`config.mk`:
```
export PLATFORM = sky130hd
export DESIGN_NAME = dmem_arbiter
export DESIGN_NICKNAME = d
export VERILOG_FILES = /design/src/rtl/asip_mem_pkg.sv /design/src/rtl/dmem_burst_counter.sv /design/src/rtl/dmem_arbiter.sv
export SDC_FILE = /design/constraint.sdc
export NUM_CORES = 1
export LEC_CHECK = 0
export CORE_ASPECT_RATIO = 1.2
export CORE_MARGIN = 2
export CORE_UTILIZATION = 35
export CTS_BUF_LIST = sky130_fd_sc_hd__clkbuf_8
export DETAILED_ROUTE_END_ITERATION = 10
export HOLD_SLACK_MARGIN = 0.06
export PLACE_DENSITY_LB_ADDON = 0.1
export SKIP_LAST_GASP = 1
export SYNTH_ARGS = -nofsm -noshare
export SYNTH_HDL_FRONTEND = slang
export SYNTH_HIERARCHICAL = 1
export SYNTH_SLANG_ARGS = --single-unit
```
`constraint.sdc`:
```
create_clock -name clk -period 3.6 [get_ports clk]
set_clock_uncertainty 0.15 [all_clocks]
set_input_delay 0.54 -clock clk [delete_from_list [all_inputs] [get_ports clk]]
set_output_delay 0.54 -clock clk [all_outputs]
set_load 0.02 [all_outputs]
```
`src/rtl/asip_mem_pkg.sv`:
```
// asip_mem_pkg
// Shared types and constants for the data-memory arbitration slice.
//   arb_state_t : arbiter FSM states (IDLE, BURST)
//   owner_t     : tag naming the requester that owns the read currently
//                 returning from data_mem
//   WORD_BYTES  : byte stride between consecutive burst beats
package asip_mem_pkg;

    localparam int WORD_BYTES = 4;

    typedef enum logic [0:0] {
        IDLE  = 1'b0,
        BURST = 1'b1
    } arb_state_t;

    typedef enum logic [1:0] {
        OWN_NONE = 2'd0,
        OWN_CPU  = 2'd1,
        OWN_DISP = 2'd2
    } owner_t;

endpackage

```
`src/rtl/dmem_burst_counter.sv`:
```
// dmem_burst_counter
// Address generator for a fixed-length display read burst.
// Ports:
//   clk, reset  : system clock, asynchronous active-low reset
//   start       : burst granted this cycle (beat 0 issued by the arbiter)
//   start_addr  : burst base byte address, captured on start
//   advance     : a beat from beat_addr is being issued this cycle
//   beat_addr   : base + WORD_BYTES*beat, wrapping modulo 2^N
//   last_beat   : current beat is the final one (BURST-1)
module dmem_burst_counter
    import asip_mem_pkg::*;
#(
    parameter int N     = 32,
    parameter int BURST = 4
) (
    input  logic         clk,
    input  logic         reset,
    input  logic         start,
    input  logic [N-1:0] start_addr,
    input  logic         advance,
    output logic [N-1:0] beat_addr,
    output logic         last_beat
);

    localparam int BW = (BURST > 2) ? $clog2(BURST) : 1;

    logic [N-1:0]  base_addr;
    logic [BW-1:0] beat;

    // Beat 0 goes out directly from the arbiter on grant, so the counter
    // starts at 1 and returns to 0 once the final beat has been issued.
    always_ff @(posedge clk or negedge reset) begin
        if (!reset) begin
            base_addr <= '0;
            beat      <= '0;
        end else if (start) begin
            base_addr <= start_addr;
            beat      <= BW'(1);
        end else if (advance) begin
            beat      <= last_beat ? '0 : beat + 1'b1;
        end
    end

    assign beat_addr = base_addr + N'(beat) * N'(WORD_BYTES);
    assign last_beat = (beat == BW'(BURST - 1));

endmodule

```
`src/rtl/dmem_arbiter.sv`:
```
// dmem_arbiter
// Shares the single data_mem port between the processor (single loads and
// stores) and the display pixel fetch (fixed-length read bursts). Display
// has priority; a starvation counter forces a CPU win after MAX_WAIT denied
// request cycles.
// Ports:
//   clk, reset              : system clock, asynchronous active-low reset
//   cpu_req/we/addr/wdata   : CPU access request (held until cpu_gnt)
//   cpu_gnt                 : CPU access issued this cycle
//   cpu_rvalid/cpu_rdata    : load data, one cycle after a load grant
//   disp_req/disp_addr      : display burst request and base address
//   disp_gnt                : burst accepted, beat 0 issued this cycle
//   disp_rvalid/rdata/last  : burst beat data, last marks final beat
//   mem_addr/we/wdata       : data_mem request port
//   mem_rdata               : data_mem read data, one cycle after mem_addr
module dmem_arbiter
    import asip_mem_pkg::*;
#(
    parameter int N        = 32,
    parameter int BURST    = 4,
    parameter int MAX_WAIT = 8
) (
    input  logic         clk,
    input  logic         reset,
    input  logic         cpu_req,
    input  logic         cpu_we,
    input  logic [N-1:0] cpu_addr,
    input  logic [N-1:0] cpu_wdata,
    output logic         cpu_gnt,
    output logic         cpu_rvalid,
    output logic [N-1:0] cpu_rdata,
    input  logic         disp_req,
    input  logic [N-1:0] disp_addr,
    output logic         disp_gnt,
    output logic         disp_rvalid,
    output logic [N-1:0] disp_rdata,
    output logic         disp_last,
    output logic [N-1:0] mem_addr,
    output logic         mem_we,
    output logic [N-1:0] mem_wdata,
    input  logic [N-1:0] mem_rdata
);

    localparam int WW = $clog2(MAX_WAIT + 1);

    arb_state_t    state_q, state_d;
    logic [WW-1:0] wait_cnt;
    owner_t        rd_owner, owner_d;
    logic          rd_last;
    logic          disp_issue;
    logic [N-1:0]  beat_addr;
    logic          beat_last;

    dmem_burst_counter #(
        .N     (N),
        .BURST (BURST)
    ) u_burst_counter (
        .clk        (clk),
        .reset      (reset),
        .start      (disp_gnt),
        .start_addr (disp_addr),
        .advance    (state_q == asip_mem_pkg::BURST),
        .beat_addr  (beat_addr),
        .last_beat  (beat_last)
    );

    // Arbitration and memory request mux. Everything is forced to zero while
    // reset is held, so a grant cannot leak out combinationally from a
    // request that happens to be present during reset.
    always_comb begin
        state_d    = state_q;
        cpu_gnt    = 1'b0;
        disp_gnt   = 1'b0;
        disp_issue = 1'b0;
        mem_addr   = '0;
        mem_we     = 1'b0;
        mem_wdata  = '0;
        owner_d    = OWN_NONE;
        if (reset) begin
            case (state_q)
                asip_mem_pkg::IDLE: begin
                    if (disp_req && (wait_cnt < WW'(MAX_WAIT) || !cpu_req)) begin
                        disp_gnt   = 1'b1;
                        disp_issue = 1'b1;
                        mem_addr   = disp_addr;
                        state_d    = asip_mem_pkg::BURST;
                    end else if (cpu_req) begin
                        cpu_gnt   = 1'b1;
                        mem_addr  = cpu_addr;
                        mem_we    = cpu_we;
                        mem_wdata = cpu_wdata;
                    end
                end
                asip_mem_pkg::BURST: begin
                    disp_issue = 1'b1;
                    mem_addr   = beat_addr;
                    if (beat_last) begin
                        state_d = asip_mem_pkg::IDLE;
                    end
                end
                default: state_d = asip_mem_pkg::IDLE;
            endcase
        end
        if (cpu_gnt && !cpu_we) begin
            owner_d = OWN_CPU;
        end else if (disp_issue) begin
            owner_d = OWN_DISP;
        end
    end

    // FSM state plus the one-cycle read tag; clearing the tag on reset is
    // what discards a read that was in flight.
    always_ff @(posedge clk or negedge reset) begin
        if (!reset) begin
            state_q  <= asip_mem_pkg::IDLE;
            rd_owner <= OWN_NONE;
            rd_last  <= 1'b0;
        end else begin
            state_q  <= state_d;
            rd_owner <= owner_d;
            rd_last  <= disp_issue && (state_q == asip_mem_pkg::BURST) && beat_last;
        end
    end

    // Starvation counter: counts denied CPU request cycles, saturates at
    // MAX_WAIT, holds while the CPU is not requesting.
    always_ff @(posedge clk or negedge reset) begin
        if (!reset) begin
            wait_cnt <= '0;
        end else if (cpu_gnt) begin
            wait_cnt <= '0;
        end else if (cpu_req && wait_cnt != WW'(MAX_WAIT)) begin
            wait_cnt <= wait_cnt + 1'b1;
        end
    end

    assign cpu_rvalid  = (rd_owner == OWN_CPU);
    assign disp_rvalid = (rd_owner == OWN_DISP);
    assign disp_last   = disp_rvalid && rd_last;
    assign cpu_rdata   = mem_rdata;
    assign disp_rdata  = mem_rdata;

endmodule

```
# Yosys cells after proc, flatten, opt, wreduce, memory -nomap -nowiden

Cells that the tools add are included.

Register bits: 42
Bits of input ports: 133
Output and inout port bits: 134
Word-level logic and storage cells: 56

Magnitude comparators: 1
Add/subtract/negate cells: 3
Equality and inequality tests: 4
Bitwise gates (word level): 1
Multiplexer cells: 30
Reduce and logical (&&, ||, !) cells: 11

Operators by type and width:

| kind                  | number |
|---|---|
| $mux W32              | 7 |
| $pmux W32 S2          | 1 |
| $add A32 B4 Y32       | 1 |
| $mux W1               | 13 |
| $mux W2               | 5 |
| $mux W4               | 2 |
| $logic_and A1 B1 Y1   | 6 |
| $add A4 B1 Y4 const B | 1 |
| $eq A2 B2 Y1 const B  | 2 |
| $lt A4 B4 Y1 const B  | 1 |
| $ne A4 B4 Y1 const B  | 1 |
| $pmux W1 S2           | 2 |
| $reduce_bool A2 Y1    | 2 |
| $add A2 B1 Y2 const B | 1 |
| $eq A2 B1 Y1 const B  | 1 |
| $logic_not A1 Y1      | 2 |
| $logic_or A1 B1 Y1    | 1 |
| $not A1 Y1            | 1 |

# Depth between registers and ports, before layout

Gate-level depths: netlist of the first run.

Depth in word-level cells: 8
Mapped depth: 8
Gate-level depth less buffers: 8

# By module

The synthesis of the first run kept the hierarchy.

Modules (own cells, without submodules):

| module             | area an instance (um^2) | cells each | times used | seq. area each (um^2) |
|---|---|---|---|---|
| dmem_burst_counter | 1879.3                  | 157        | 1          | 850.8 |
| dmem_arbiter       | 1724.2                  | 220        | 1          | 200.2 |

# Worst setup path before layout of the first run

OpenSTA, ideal clock, no wires.

Path type: register -> output
Start: register u_burst_counter.beat[0]
End: output mem_addr[20]
Path slack: 0.733 ns
Arrival time: 2.177 ns
Cell stages (with the launch flop): 9
Data required time: 2.910 ns
Path buffers: 0
Cells stage by stage: dfrtp_1 ha_1 fa_1 and4_1 nor3b_2 nand4_1 xnor2_1 and3_1 a221o_1

Longest elaborated chain between the ends: 3

Ends and longest elaborated chain:

| what                     | RTL line                 | text |
|---|---|---|
| start: declaration       | dmem_burst_counter.sv:28 | `logic [BW-1:0] beat;` |
| start signal: assignment | dmem_burst_counter.sv:40 | `beat <= last_beat ? '0 : beat + 1'b1;` |
| $add A32 B4 Y32          | dmem_burst_counter.sv:44 | `assign beat_addr = base_addr + N'(beat) * N'(WORD_BYTES);` |
| net beat_addr[20]        | dmem_arbiter.sv:51       | `logic [N-1:0] beat_addr;` |
| $pmux W32 S2             | dmem_arbiter.sv:80       | `case (state_q)` |
| $mux W32                 | dmem_arbiter.sv:79       | `if (reset) begin` |
| end: declaration         | dmem_arbiter.sv:38       | `output logic [N-1:0] mem_addr,` |

The timed path passes the listed nets, and every way through them passes these cells.

# Final worst setup path of the first run

Start: register u_burst_counter.base_addr[2]
End: output mem_addr[30]

Longest elaborated chain between the ends: 3

Ends and longest elaborated chain:

| what                     | RTL line                 | text |
|---|---|---|
| start: declaration       | dmem_burst_counter.sv:27 | `logic [N-1:0] base_addr;` |
| start signal: assignment | dmem_burst_counter.sv:37 | `base_addr <= start_addr;` |
| $add A32 B4 Y32          | dmem_burst_counter.sv:44 |  |
| net beat_addr[30]        | dmem_arbiter.sv:51       |  |
| $pmux W32 S2             | dmem_arbiter.sv:80       |  |
| $mux W32                 | dmem_arbiter.sv:79       |  |

The timed path passes the listed nets, and every way through them passes these cells.

==> impl_metrics.tcl, run 1 <==
set metrics [dict create \
    slew_headroom_pct 66.70 \
    drtPass1Iterations 4 \
    ys_types 36 \
    grt_pass1_vias 3129 \
    synth_fp_nets 516 \
    synth_area_leader_cell "dfrtp_1" \
    htree_levels 2 \
    power_density_nw_per_um2 576.5 \
    initial_core_util_pct 36.00 \
    synth-seq-cells 42 \
    synthTopCellsByArea "dfrtp_1 29%, buf_4 14%, mux2_2 10%" \
    internal_power_mw 1.769 \
    clockRootBuffer "clkbuf_8" \
    seq_area_um2 1051 \
    overflow 0 \
    cts_tree "yes" \
    crit_fanout 9 \
    cts_buffers 5 \
    syn_area_um2 3603 \
    route.detailed.drc 0 \
    min_period_over_period_pct 95.62 \
    gp_congestion 0.8113 \
    setup_viol 0 \
    leakage_nw 2.316 \
    tightest_slew_ns 0.4958 \
    p_comb_share_pct 56.5 \
    clock_path_buffers 2 \
    clkSinkCount 42 \
    mostFrequentLayoutCell "clkdlybuf4s50_1" \
    p_seq_share_pct 32.7 \
    postRouteWirelength_mm 10.05 \
    p_sw_mw 1.167 \
    multi_input_area_um2 1917 \
    drtIter0Drc 80 \
    io_buffers 170 \
    areaGrowthSynthToFinish_pct 41.32 \
    hold_viol_final 0 \
    cp.arrival_ns 2.75 \
    io_pins 267 \
    setup_tns_ns 0 \
    via_count 3069 \
    layout.nets 615 \
    cts.clk_slew.worst_paths_ns 0.08 \
    peakVddDrop_mv 0.3380 \
    wire_per_inst_um 16.67 \
    dp_hpwl_mm 7.577 \
    endpoint_kind "output port" \
    yosysWarnings 6 \
    grt_first_pass_wirelength_mm 15.68 \
    ys_seq_area_share_pct 29.17 \
    crit_type "flop to output port" \
    grt_antenna_before_repair 0 \
    swShare_pct 39.74 \
    min_period_ns 3.442 \
    slew_violations 0 \
    grt_max_degree 78 \
    status "completed" \
    n_fill_cell 957 \
    min_path_type "primary input to asynchronous set/reset pin" \
    timing.fmax_ghz 0.2905 \
    track_usage_pct 17.15 \
    rsz0062_at_grt "no" \
    fp.dieW_um 96.63 \
    diodes 0 \
    ant_nets 0 \
    start_kind "flop" \
    rows 40 \
    vias_per_cell 5.090 \
    total_power_mw 2.936 \
    worst_ep_required_time_ns 2.91 \
    holdBufCountCts 0 \
    avgSynthCellArea_um2 9.558 \
    power.share.clock_pct 10.8 \
    utilization_pct 50.88 \
    die_area_um2 11130 \
    core_um2 10010 \
    yosysTopAreaCellShare_pct 29.17 \
    drv_cap 0 \
    synthCells 377 \
    clock_latency_ns 0.30 \
    fp.dieH_um 115.2 \
    drive_above_1_share_pct 11.95 \
    layout_common_cells "148 x clkdlybuf4s50_1, 42 x dfrtp_1, 38 x and3_1, 35 x and2_1" \
]
synth_stat cells (all sizes together):
library cell	number
a21oi	4
nand3b	1
and3	39
nor2	5
a221o	32
dfrtp	42
nand2b	2
and3b	1
clkbuf	11
nor4	1
inv	5
o21a	1
a211o	1
and4	1
o31ai	1
buf	78
nand4	9
fa	1
ha	5
and2	36
nand3	16
a21boi	1
nor2b	4
nor3b	1
nor4b	1
nand2	12
a21o	2
xnor2	24
xor2	5
o21ai	2
mux2i	1
mux2	32
stage by stage:
stage,setup slack (ns),cell area (um2),instances,hold WS [ns]
2_1_floorplan,0.7331,3603,377,0.09441
5_1_grt,0.01831,5092,603,0.1189
3_5_place_dp,0.007884,4960,594,0.3466
4_1_cts,0.009332,5064,603,0.1086
3_3_place_gp,0.04394,4960,594,0.3352
6_report,0.1576,5092,603,0.1046
path summary, 6_finish.rpt:
path | from | cells past startpoint | to | slack, ns
worst max-delay path | u_burst_counter/base_addr[2] | 10 | mem_addr[30] | 0.16
worst min-delay path | reset | 2 | u_burst_counter/beat[1] | 0.10
worst max register to register | wait_cnt[3] | 4 | u_burst_counter/base_addr[26] | 1.82
worst min register to register | u_burst_counter/base_addr[0] | 1 | u_burst_counter/base_addr[0] | 0.36
max in group asynchronous | reset | 2 | u_burst_counter/base_addr[6] | 2.93
min in group clk | u_burst_counter/base_addr[0] | 1 | u_burst_counter/base_addr[0] | 0.36
final cells by class:
| cell class | instances | share of cell area, % |
|---|---|---|
| clock buffer | 6 | 1.622 |
| clock inverter | 2 | 0.1720 |
| inverter | 5 | 0.3686 |
| multi-input combinational | 241 | 37.64 |
| sequential | 42 | 20.64 |
| tap | 126 | 3.096 |
| timing repair buffer | 181 | 36.46 |
timing repair:
item                                    CTS  global route
endpoints found under the setup margin   11            10
setup buffers                             1             0
resized for setup                        12            11
worst max-delay path, stage by stage, from the launching register on:
cell	delay (ns)
dfrtp_1	0.39
ha_1	0.23
fa_1	0.39
and4_1	0.23
nor3b_4	0.16
buf_12	0.14
nand3_1	0.09
xnor2_1	0.07
and3_1	0.18
a221o_1	0.25
dlygate4sd2_1	0.32
state kept, by name (all words and copies together) (netlist names):
register                   cells
u_burst_counter/base_addr     32
u_burst_counter/beat           2
state_q                        1
rd_last                        1
wait_cnt                       4
rd_owner                       2
power by group through the flow:
stage	clock network (mW)	registers (mW)	logic, mW
after floorplan	0	0.913	1.19
after detailed placement	0	0.967	1.72
after global routing	0.351	1.00	1.80
final	0.317	0.959	1.66
after CTS	0.334	0.958	1.70
after global placement	0	0.956	1.70
cells by family after synthesis:
group                    after synthesis  synth area share (%)
AO/OA/AOI/OAI                         44                 11.01
flip-flops                            42                 29.17
AND/OR/NAND/NOR                      129                 22.33
buffers and inverters                 94                 17.88
XOR/XNOR                              29                 7.049
adder cells (fa/ha/maj)                6                 2.292
multiplexers                          33                 10.28
routing by layer:
layer	GRT usage [%]	vias to the layer above	share of wire [%]
li1	-	1475	-
met3	4.438	36	5.9
met5	0	-	0
met2	31.06	103	53
met1	19.92	1455	39
met4	5.446	0	1.8
No activity file was read; power rests on OpenSTA's default activity.
==> run 2: changes to the inputs <==
clock period = 4.1 ns   (was 3.6 ns; I/O delays follow)
==> run 2 against run 1 <==
Against the previous run: routed wire length shrank 2.0%; critical endpoint unchanged; count of clock-buffer cells in the layout is the same; first-iteration DRC count grew 11%; largest power group unchanged.
==> impl_metrics.tcl, run 2 (same netlist as run 1, synthesis figures left out) <==
set metrics [dict create \
    worst_ep_required_time_ns 3.34 \
    cp.arrival_ns 3.15 \
    p_sw_mw 1.015 \
    setup_viol 0 \
    r2r_setup_slack_ns 2.19 \
    crit_end "mem_addr[30]" \
    drv_cap 0 \
    slew_violations 0 \
    top_register "u_burst_counter/base_addr" \
    start_kind "flop" \
    diodes 0 \
    setup_tns_ns 0 \
    timing.fmax_ghz 0.2556 \
    drtIter0Drc 89 \
    power.share.clock_pct 12.7 \
    rows 40 \
    drtPass1Iterations 4 \
    power_density_nw_per_um2 524.8 \
    peakVddDrop_mv 0.2493 \
    wire_per_inst_um 16.47 \
    grt_antenna_before_repair 0 \
    hold_viol_final 0 \
    dp_hpwl_mm 7.420 \
    reg_top3 "u_burst_counter/base_addr (32), wait_cnt (4)" \
    clock_path_buffers 2 \
    status "completed" \
    min_path_type "flop to flop" \
    clock_latency_ns 0.29 \
    core_um2 10010 \
    tightest_slew_ns 0.7800 \
    min_period_over_period_pct 95.41 \
    grt_first_pass_wirelength_mm 15.53 \
    cts_buffers 5 \
    via_count 3045 \
    clockRootBuffer "clkbuf_8" \
    min_period_ns 3.912 \
    fp.dieH_um 115.2 \
    critical_path.startpoint "u_burst_counter/beat[0]" \
    n_fill_cell 970 \
    grt_max_degree 78 \
    p_seq_share_pct 31.7 \
    layout_common_cells "169 x clkdlybuf4s50_1, 42 x dfrtp_1, 38 x and3_1, 35 x and2_1" \
    leakage_nw 2.107 \
    endpoint_kind "output port" \
    worstRegToRegCells 4 \
    fp.dieW_um 96.63 \
    largest_reg_flops 32 \
    overflow 0 \
    initial_core_util_pct 36.00 \
    crit_fanout 9 \
    rr_startpoint "wait_cnt[3]" \
    layout.nets 611 \
    p_comb_share_pct 55.6 \
    vias_per_cell 5.092 \
    slew_headroom_pct 48.00 \
    internal_power_mw 1.638 \
    mostFrequentLayoutCell "clkdlybuf4s50_1" \
    track_usage_pct 16.77 \
    grt_pass1_vias 3050 \
    areaGrowthSynthToFinish_pct 40.31 \
    drive_above_1_share_pct 11.23 \
    cts_tree "yes" \
    htree_levels 2 \
    gp_congestion 0.8022 \
    die_area_um2 11130 \
    postRouteWirelength_mm 9.850 \
    swShare_pct 38.26 \
    rr_endpoint "u_burst_counter/base_addr[4]" \
    total_power_mw 2.653 \
    route.detailed.drc 0 \
    clkSinkCount 42 \
    crit_type "flop to output port" \
    io_pins 267 \
    io_buffers 170 \
    cts.clk_slew.worst_paths_ns 0.08 \
    utilization_pct 50.51 \
    ant_nets 0 \
    rsz0062_at_grt "no" \
]
-- run 2: cell count changes in the layout (fill, tap and decap cells not counted), sizes merged --
cell | previous run | this run
buf | 12 | 8
bufinv | 0 | 1
clkdlybuf4s50 | 148 | 169
clkinv | 1 | 0
dlygate4sd2 | 11 | 0
dlymetal6s2s | 10 | 0
inv | 6 | 5
-- run 2: worst max-delay path, cell delays in order (launching register included) --
cell,delay [ns]
dfrtp_1,0.40
ha_1,0.20
fa_1,0.23
and4_1,0.28
nor3b_4,0.46
nand3_1,0.15
xnor2_1,0.15
and3_1,0.17
a221o_1,0.26
clkdlybuf4s50_1,0.55
-- run 2: power by group through the flow --
stage          Clock (mW)  Sequential, mW  Combinational, mW
2_1_floorplan           0           0.801               1.05
3_3_place_gp            0           0.843               1.47
3_5_place_dp            0           0.851               1.48
4_1_cts             0.348           0.844               1.50
5_1_grt             0.360           0.883               1.60
6_report            0.336           0.842               1.48
-- run 2: area by class of cell --
type / count / area (um2) / share of cell area (%)
Tap cell: 126 / 157.7 / 3.118
Multi-Input combinational cell: 241 / 1917 / 37.91
Clock buffer: 6 / 82.58 / 1.633
Sequential cell: 42 / 1051 / 20.79
Clock inverter: 1 / 30.03 / 0.5939
Inverter: 5 / 18.77 / 0.3712
Timing Repair Buffer: 177 / 1799 / 35.59
-- run 2: per-layer routing --
metal | routed length [um] | up-vias | track usage (%)
li1 | - | 1464 | -
met1 | 3939 | 1438 | 19.92
met2 | 5105 | 101 | 29.68
met3 | 542 | 42 | 4.073
met4 | 262 | 0 | 6.103
met5 | 0 | - | 0
-- run 2: through the flow --
| step | std cells | worst slack, ns | cell area [um2] | hold slack [ns] |
|---|---|---|---|---|
| global placement | 590 | 0.3113 | 4930 | 0.3346 |
| floorplan | 377 | 1.158 | 3603 | 0.1694 |
| detailed placement | 590 | 0.3193 | 4930 | 0.3430 |
| global route | 598 | 0.005639 | 5056 | 0.3855 |
| finish | 598 | 0.1881 | 5056 | 0.3547 |
| CTS | 597 | 0.08217 | 5049 | 0.3626 |
-- run 2: how the worst min path moves through the flow --
stage	end	slack, ns	startpoint	cells past startpoint
2_1_floorplan	rd_last	0.17	reset	0
3_3_place_gp	u_burst_counter/base_addr[1]	0.33	u_burst_counter/base_addr[1]	1
3_5_place_dp	u_burst_counter/base_addr[0]	0.34	u_burst_counter/base_addr[0]	1
4_1_cts	u_burst_counter/base_addr[0]	0.36	u_burst_counter/base_addr[0]	1
5_1_grt	u_burst_counter/base_addr[1]	0.39	u_burst_counter/base_addr[1]	1
6_report	u_burst_counter/base_addr[0]	0.35	u_burst_counter/base_addr[0]	1
-- run 2: repair_timing --
item,in CTS,in global routing
endpoints found under the hold margin,0,0
setup buffers,0,1
hold buffers,0,0
endpoints found under the setup margin,1,2
resized for setup,1,0
